==> src/rtl/countdown_pkg.sv <==
// Shared types, limits and preset clamping helpers for the countdown timer.
package countdown_pkg;

    typedef enum logic [1:0] {
        IDLE  = 2'd0,
        RUN   = 2'd1,
        PAUSE = 2'd2,
        DONE  = 2'd3
    } state_t;

    localparam logic [9:0] MS_MAX  = 10'd999;
    localparam logic [5:0] SEC_MAX = 6'd59;

    // Out-of-range seconds saturate to the largest legal value.
    function automatic logic [5:0] clamp_sec(input logic [5:0] v);
        return (v > SEC_MAX) ? SEC_MAX : v;
    endfunction

    // Out-of-range milliseconds saturate to the largest legal value.
    function automatic logic [9:0] clamp_ms(input logic [9:0] v);
        return (v > MS_MAX) ? MS_MAX : v;
    endfunction

endpackage

==> src/rtl/countdown_timer_ms_prescaler.sv <==
// Millisecond tick generator: divides clk by CLK_PER_MS while enabled.
// The counter is held at zero whenever en is low, so every enable period
// starts a fresh millisecond.
module ms_prescaler #(
    parameter int CLK_PER_MS = 1
) (
    input  logic clk,
    input  logic reset,
    input  logic en,
    output logic tick
);

    localparam int CNT_W = (CLK_PER_MS > 1) ? $clog2(CLK_PER_MS) : 1;
    localparam logic [CNT_W-1:0] CNT_LAST = CNT_W'(CLK_PER_MS - 1);

    logic [CNT_W-1:0] cnt_q;
    logic [CNT_W-1:0] cnt_d;

    // Advance while enabled, wrap after the last cycle of a millisecond.
    always_comb begin
        tick  = en && (cnt_q == CNT_LAST);
        cnt_d = '0;
        if (en && !tick) begin
            cnt_d = cnt_q + CNT_W'(1);
        end
    end

    // Counter register.
    always_ff @(posedge clk or negedge reset) begin
        if (!reset) begin
            cnt_q <= '0;
        end else begin
            cnt_q <= cnt_d;
        end
    end

endmodule

==> src/rtl/countdown_timer.sv <==
// Loadable min:sec:ms countdown timer with one-cycle done pulse and sticky
// expired flag. Optional feature macro: AUTO_RELOAD_EN -- when defined, an
// expiry in RUN reloads the fields from the preset register and keeps running
// (unless the preset is zero).
module countdown_timer
    import countdown_pkg::*;
#(
    parameter int CLK_PER_MS = 1,
    parameter int MIN_W      = 6
) (
    input  logic             clk,
    input  logic             reset,
    input  logic             load,
    input  logic [MIN_W-1:0] load_min,
    input  logic [5:0]       load_sec,
    input  logic [9:0]       load_ms,
    input  logic             start,
    input  logic             stop,
    output logic [9:0]       millisec,
    output logic [5:0]       sec,
    output logic [MIN_W-1:0] min,
    output logic             running,
    output logic             done,
    output logic             expired
);

    state_t           state_q, state_d;
    logic [9:0]       ms_q, ms_d;
    logic [5:0]       sec_q, sec_d;
    logic [MIN_W-1:0] min_q, min_d;
    logic [9:0]       pre_ms_q, pre_ms_d;
    logic [5:0]       pre_sec_q, pre_sec_d;
    logic [MIN_W-1:0] pre_min_q, pre_min_d;
    logic             done_q, done_d;
    logic             expired_q, expired_d;

    logic             tick;
    logic             time_zero;
    logic             time_last;
    logic [9:0]       ld_ms;
    logic [5:0]       ld_sec;
    logic [9:0]       dec_ms;
    logic [5:0]       dec_sec;
    logic [MIN_W-1:0] dec_min;

    ms_prescaler #(
        .CLK_PER_MS(CLK_PER_MS)
    ) u_prescaler (
        .clk  (clk),
        .reset(reset),
        .en   (state_q == RUN),
        .tick (tick)
    );

    // Time-value predicates and clamped preset inputs.
    always_comb begin
        time_zero = (ms_q == 10'd0) && (sec_q == 6'd0) && (min_q == '0);
        // Zero is treated as "last" too, so a corrupted zero in RUN cannot stall.
        time_last = ((ms_q == 10'd1) || (ms_q == 10'd0)) && (sec_q == 6'd0) && (min_q == '0);
        ld_ms     = clamp_ms(load_ms);
        ld_sec    = clamp_sec(load_sec);
    end

    // Borrow chain: one millisecond less than the current fields, floored at zero.
    always_comb begin
        dec_ms  = ms_q;
        dec_sec = sec_q;
        dec_min = min_q;
        if (ms_q != 10'd0) begin
            dec_ms = ms_q - 10'd1;
        end else if (sec_q != 6'd0) begin
            dec_ms  = MS_MAX;
            dec_sec = sec_q - 6'd1;
        end else if (min_q != '0) begin
            dec_ms  = MS_MAX;
            dec_sec = SEC_MAX;
            dec_min = min_q - MIN_W'(1);
        end
    end

    // FSM next-state and datapath updates.
    always_comb begin
        state_d   = state_q;
        ms_d      = ms_q;
        sec_d     = sec_q;
        min_d     = min_q;
        pre_ms_d  = pre_ms_q;
        pre_sec_d = pre_sec_q;
        pre_min_d = pre_min_q;
        done_d    = 1'b0;
        expired_d = expired_q;

        case (state_q)
            RUN: begin
                // load and start are ignored here; stop discards a coincident tick.
                if (stop) begin
                    state_d = PAUSE;
                end else if (tick) begin
                    if (time_last) begin
                        done_d    = 1'b1;
                        expired_d = 1'b1;
`ifdef AUTO_RELOAD_EN
                        if ((pre_ms_q != 10'd0) || (pre_sec_q != 6'd0) || (pre_min_q != '0)) begin
                            ms_d  = pre_ms_q;
                            sec_d = pre_sec_q;
                            min_d = pre_min_q;
                        end else begin
                            ms_d    = '0;
                            sec_d   = '0;
                            min_d   = '0;
                            state_d = DONE;
                        end
`else
                        ms_d    = '0;
                        sec_d   = '0;
                        min_d   = '0;
                        state_d = DONE;
`endif
                    end else begin
                        ms_d  = dec_ms;
                        sec_d = dec_sec;
                        min_d = dec_min;
                    end
                end
            end
            IDLE, PAUSE, DONE: begin
                // A load takes priority over a same-cycle start.
                if (load) begin
                    ms_d      = ld_ms;
                    sec_d     = ld_sec;
                    min_d     = load_min;
                    pre_ms_d  = ld_ms;
                    pre_sec_d = ld_sec;
                    pre_min_d = load_min;
                    expired_d = 1'b0;
                    state_d   = IDLE;
                end else if (start && !stop) begin
                    if (time_zero) begin
                        // Nothing to count: expire straight away.
                        state_d   = DONE;
                        done_d    = 1'b1;
                        expired_d = 1'b1;
                    end else begin
                        state_d   = RUN;
                        expired_d = 1'b0;
                    end
                end
            end
            default: begin
                state_d = IDLE;
            end
        endcase
    end

    // State, field, preset and flag registers.
    always_ff @(posedge clk or negedge reset) begin
        if (!reset) begin
            state_q   <= IDLE;
            ms_q      <= '0;
            sec_q     <= '0;
            min_q     <= '0;
            pre_ms_q  <= '0;
            pre_sec_q <= '0;
            pre_min_q <= '0;
            done_q    <= 1'b0;
            expired_q <= 1'b0;
        end else begin
            state_q   <= state_d;
            ms_q      <= ms_d;
            sec_q     <= sec_d;
            min_q     <= min_d;
            pre_ms_q  <= pre_ms_d;
            pre_sec_q <= pre_sec_d;
            pre_min_q <= pre_min_d;
            done_q    <= done_d;
            expired_q <= expired_d;
        end
    end

`ifndef AUTO_RELOAD_EN
    // Single-shot builds keep the preset only for debug visibility.
    logic unused_preset;
    assign unused_preset = ^{pre_min_q, pre_sec_q, pre_ms_q};
`endif

    assign millisec = ms_q;
    assign sec      = sec_q;
    assign min      = min_q;
    assign running  = (state_q == RUN);
    assign done     = done_q;
    assign expired  = expired_q;

endmodule
==> config.mk <==
export PLATFORM = sky130hd
export DESIGN_NAME = countdown_timer
export DESIGN_NICKNAME = d
export VERILOG_FILES = /design/src/rtl/countdown_pkg.sv /design/src/rtl/countdown_timer_ms_prescaler.sv /design/src/rtl/countdown_timer.sv
export SDC_FILE = /design/constraint.sdc
export NUM_CORES = 1
export LEC_CHECK = 0
export CORE_MARGIN = 2
export CORE_UTILIZATION = 25
export DETAILED_ROUTE_END_ITERATION = 10
export PLACE_DENSITY = 0.53
export SLEW_MARGIN = 5
export SYNTH_ARGS = -nofsm -noshare
export SYNTH_HDL_FRONTEND = slang
export SYNTH_SLANG_ARGS = --single-unit
==> constraint.sdc <==
create_clock -name clk -period 2.7 [get_ports clk]
set_input_delay 0.54 -clock clk [delete_from_list [all_inputs] [get_ports clk]]
set_output_delay 0.54 -clock clk [all_outputs]
set_load 0.005 [all_outputs]
==> results.json <==
{
  "run_status": "finished clean",
  "netlist_instances": 207,
  "most_common_cell_after_layout_fill_and_taps_aside": "sky130_fd_sc_hd__clkdlybuf4s50_1",
  "power.leakage_nw": 1.027,
  "tritoncts": "done",
  "share_of_the_synthesized_area_in_compound_gates_ao_oa_aoi_oai_pct": 32.67,
  "holdCritStartpoint": "state_q[1]",
  "met3_wirelength_um": 300,
  "clock_tree.buffer_depth": 2,
  "synth.ff_latch_count": 27,
  "grt_pass1_vias": 1803,
  "total_standard_cell_area_after_synthesis_sq_mm": 0.001946,
  "adder_and_majority_gate_portion_of_the_synthesized_area_pct": 3.859,
  "die_y_um": 92.22,
  "wirelength_mm": 5.527,
  "worst_pin_slew_ps": 494.7,
  "drc": 0,
  "wl_per_cell_um": 15.35,
  "timing.setup.critical_path_class": "reg -> reg",
  "rsz0062_at_grt": "false",
  "synth.lib_cells_used.distinct": 59,
  "clock_insertion_delay_worst_skew_ps": 290,
  "numPortBuffers": 51,
  "max_slew_margin_pct": 66.90,
  "power-per-cell-area_mw_per_mm2": 648.9,
  "num_vias": 1824,
  "total_nets_after_synthesis": 240,
  "drt.antenna.violating_nets": 0,
  "rr_endpoint": "sec[1]",
  "filler_cell_count": 795,
  "initial_core_util_pct": 25.44,
  "yosysWarnings": 0,
  "finalCoreUtilization_pct": 33.90,
  "nNetsFinal": 292,
  "maxSlewViolCount": 0,
  "wl_met2_mm": 2.530,
  "clock-root-buffer": "sky130_fd_sc_hd__clkbuf_8",
  "worstHoldEndpoint": "state_q[1]",
  "highest_clock_frequency_the_design_can_meet_mhz": 430.2,
  "diodes": 0,
  "critical_path.endpoint_type": "flip-flop",
  "post_drt_via_cell_ratio": 5.067,
  "fin_skew_ps": 8.285,
  "setup_tns_ps": 0,
  "timing.final.setup_violations": 0,
  "required_ps": 2880,
  "largest_family_of_logic_cells_by_synthesized_area": "compound AO/OA/AOI/OAI gates",
  "biggest_fanout_along_the_worst_timing_path": 12,
  "post_cts_hold_buffer_count": 0,
  "whs_path_depth": 2,
  "hold_path_class": "reg -> reg",
  "gpl.final_weighted_congestion": 0.8337,
  "grt_pass1_wl_mm": 9.094,
  "area.growth.synth_to_final_pct": 33.25,
  "detailed_place_hpwl_mm": 4.077,
  "finalHoldViolations": 0,
  "post_synth_xor_area_fraction_pct": 0.9003,
  "floorplan.die_area_sq_mm": 0.008505,
  "r2r.worst_path.cells": 7,
  "placeableCoreArea_sq_mm": 0.007647,
  "arrival_ps": 2500,
  "clock_transition_at_the_registers_of_the_reported_paths_ps": 110,
  "avgSynthCellArea_sq_um": 9.399,
  "grt_max_degree": 28,
  "grt_usage_pct": 13.28,
  "detailedRoute.firstPassIterationCount": 4,
  "fp.dieW_um": 92.22,
  "cts_htree_levels": 1,
  "final.min_clock_period_ps": 2324,
  "clock_sinks": 27,
  "r2r_slack_ps": 380,
  "post-cts-setup-buffer-count": 0,
  "row_count": 32,
  "peak_supply_drop_mv": 0.2229,
  "initial_antenna_violation_count": 0,
  "numCtsBuffers": 3,
  "highest-signal-layer": "met4",
  "grt_overflow_total": 0,
  "layout.cells.most_common_list": "51 x sky130_fd_sc_hd__clkdlybuf4s50_1, 27 x sky130_fd_sc_hd__dfrtp_1, 18 x sky130_fd_sc_hd__o21ai_0",
  "start_kind": "flip-flop",
  "detail_route.wirelength.met1_mm": 2.647,
  "drv.max_cap_violation_count": 0,
  "synth-simple-area-share_pct": 18.26,
  "dr.first_iter.drc_count": 83,
  "synth.yosys.seq_area_share_pct": 34.73,
  "final_layout_size_suffix_gt1_share_pct": 11.63,
  "yosys-mux-area-fraction_pct": 2.765,
  "regToRegStartpoint": "sec[0]",
  "top_level_ports": 52,
  "final_min_period_over_clock_period_pct": 86.08
}
-- how the worst max path moves through the flow --
stage	from	to	cells after the start
global placement	millisec[0]	sec[1]	7
CTS	millisec[0]	sec[1]	7
detailed placement	millisec[0]	sec[1]	7
finish	sec[0]	sec[1]	7
global route	millisec[0]	sec[5]	7
floorplan	millisec[0]	millisec[3]	8
-- cells by family (layout without fill, tap and decap cells) --
group,count (synthesis),count (layout)
AO/OA/AOI/OAI,82,82
XOR/XNOR,2,2
adder cells (fa/ha/maj),6,6
buffers and inverters,22,73
flip-flops,27,27
multiplexers,5,5
other,1,1
AND/OR/NAND/NOR,62,62
-- Yosys cell counts, drive strengths merged --
library cell | n | area, sq um
a211o | 1 | 10.01
and3 | 3 | 20.02
a41oi | 4 | 42.55
o221ai | 1 | 8.760
o211a | 1 | 10.01
mux2i | 2 | 20.02
o311ai | 1 | 8.760
nand2 | 16 | 62.56
a22oi | 1 | 7.510
nor2 | 11 | 41.29
o2bb2ai | 6 | 52.55
a32oi | 6 | 52.55
dfrtp | 27 | 675.7
nor2b | 2 | 12.51
nor3 | 12 | 70.07
nand3 | 5 | 37.54
nor4 | 2 | 27.53
clkbuf | 5 | 38.79
o21ai | 19 | 106.4
xnor2 | 1 | 8.760
nand2b | 3 | 18.77
ha | 6 | 75.07
and2 | 2 | 12.51
nand4 | 2 | 18.77
a2bb2oi | 2 | 17.52
xor2 | 1 | 8.760
inv | 13 | 48.79
o41ai | 2 | 17.52
o32ai | 1 | 8.760
buf | 4 | 41.29
o31a | 1 | 8.760
o31ai | 2 | 15.01
o211ai | 2 | 28.78
o21a | 2 | 15.01
o2111ai | 5 | 61.31
o22ai | 6 | 37.54
a21oi | 10 | 50.05
a21o | 1 | 7.510
or4 | 1 | 8.760
and2b | 2 | 17.52
conb | 1 | 3.750
a31oi | 1 | 6.260
mux2 | 3 | 33.78
nor3b | 1 | 7.510
a22o | 7 | 62.56
-- registers in the layout (all words and copies together) (netlist names) --
signal and count:
state_q 2, sec 6, min 6, expired 1, millisec 10, done 1, u_prescaler.cnt_q 1
-- worst max-delay path, cell delays in order, from the launching register on --
cell and delay, ps:
sky130_fd_sc_hd__dfrtp_1 430, sky130_fd_sc_hd__inv_1 130, sky130_fd_sc_hd__ha_1 180, sky130_fd_sc_hd__and2b_2 170, sky130_fd_sc_hd__nand4_2 330, sky130_fd_sc_hd__o211ai_4 520, sky130_fd_sc_hd__nand2_2 160, sky130_fd_sc_hd__mux2_2 290
-- cell type report --
| type | instances | area, sq um | share of cell area, % |
|---|---|---|---|
| Timing Repair Buffer | 56 | 548.0 | 21.14 |
| Multi-Input combinational cell | 158 | 1146 | 44.21 |
| Inverter | 13 | 48.80 | 1.882 |
| Tap cell | 102 | 127.6 | 4.923 |
| Clock inverter | 1 | 5.005 | 0.1930 |
| Sequential cell | 27 | 675.6 | 26.06 |
| Clock buffer | 3 | 41.29 | 1.593 |
-- through the flow --
step | hold WS [ps] | setup slack [ps] | instance area, sq um | instances | power, W
6_report | 532.8 | 375.8 | 2592 | 360 | 0.001682
4_1_cts | 537.0 | 229.9 | 2587 | 360 | 0.001703
5_1_grt | 575.2 | 200.7 | 2592 | 360 | 0.001814
3_3_place_gp | 523.5 | 284.4 | 2541 | 356 | 0.001443
3_5_place_dp | 519.8 | 260.0 | 2541 | 356 | 0.001443
2_1_floorplan | 244.4 | 674.0 | 1946 | 207 | 0.001067
-- report_power, final --
part	total, W	leakage [nW]	internal [W]	switching [W]
Combinational	0.000774	0.674	0.000421	0.000353
Sequential	0.000659	0.327	0.000508	0.000151
Clock	0.000250	0.0255	0.000104	0.000146
Total	0.00168	1.03	0.00103	0.000649
-- what timing repair did --
item	4_1_cts	5_1_grt
gates resized for setup	0	1
hold endpoints to repair	0	0
setup endpoints to repair	0	3
-- layer usage --
metal,up-vias,track usage [%]
li1,904,-
met3,6,3.122
met1,865,18.31
met2,49,21.08
met5,-,0
met4,0,3.109
No activity file was read; power rests on OpenSTA's default activity.
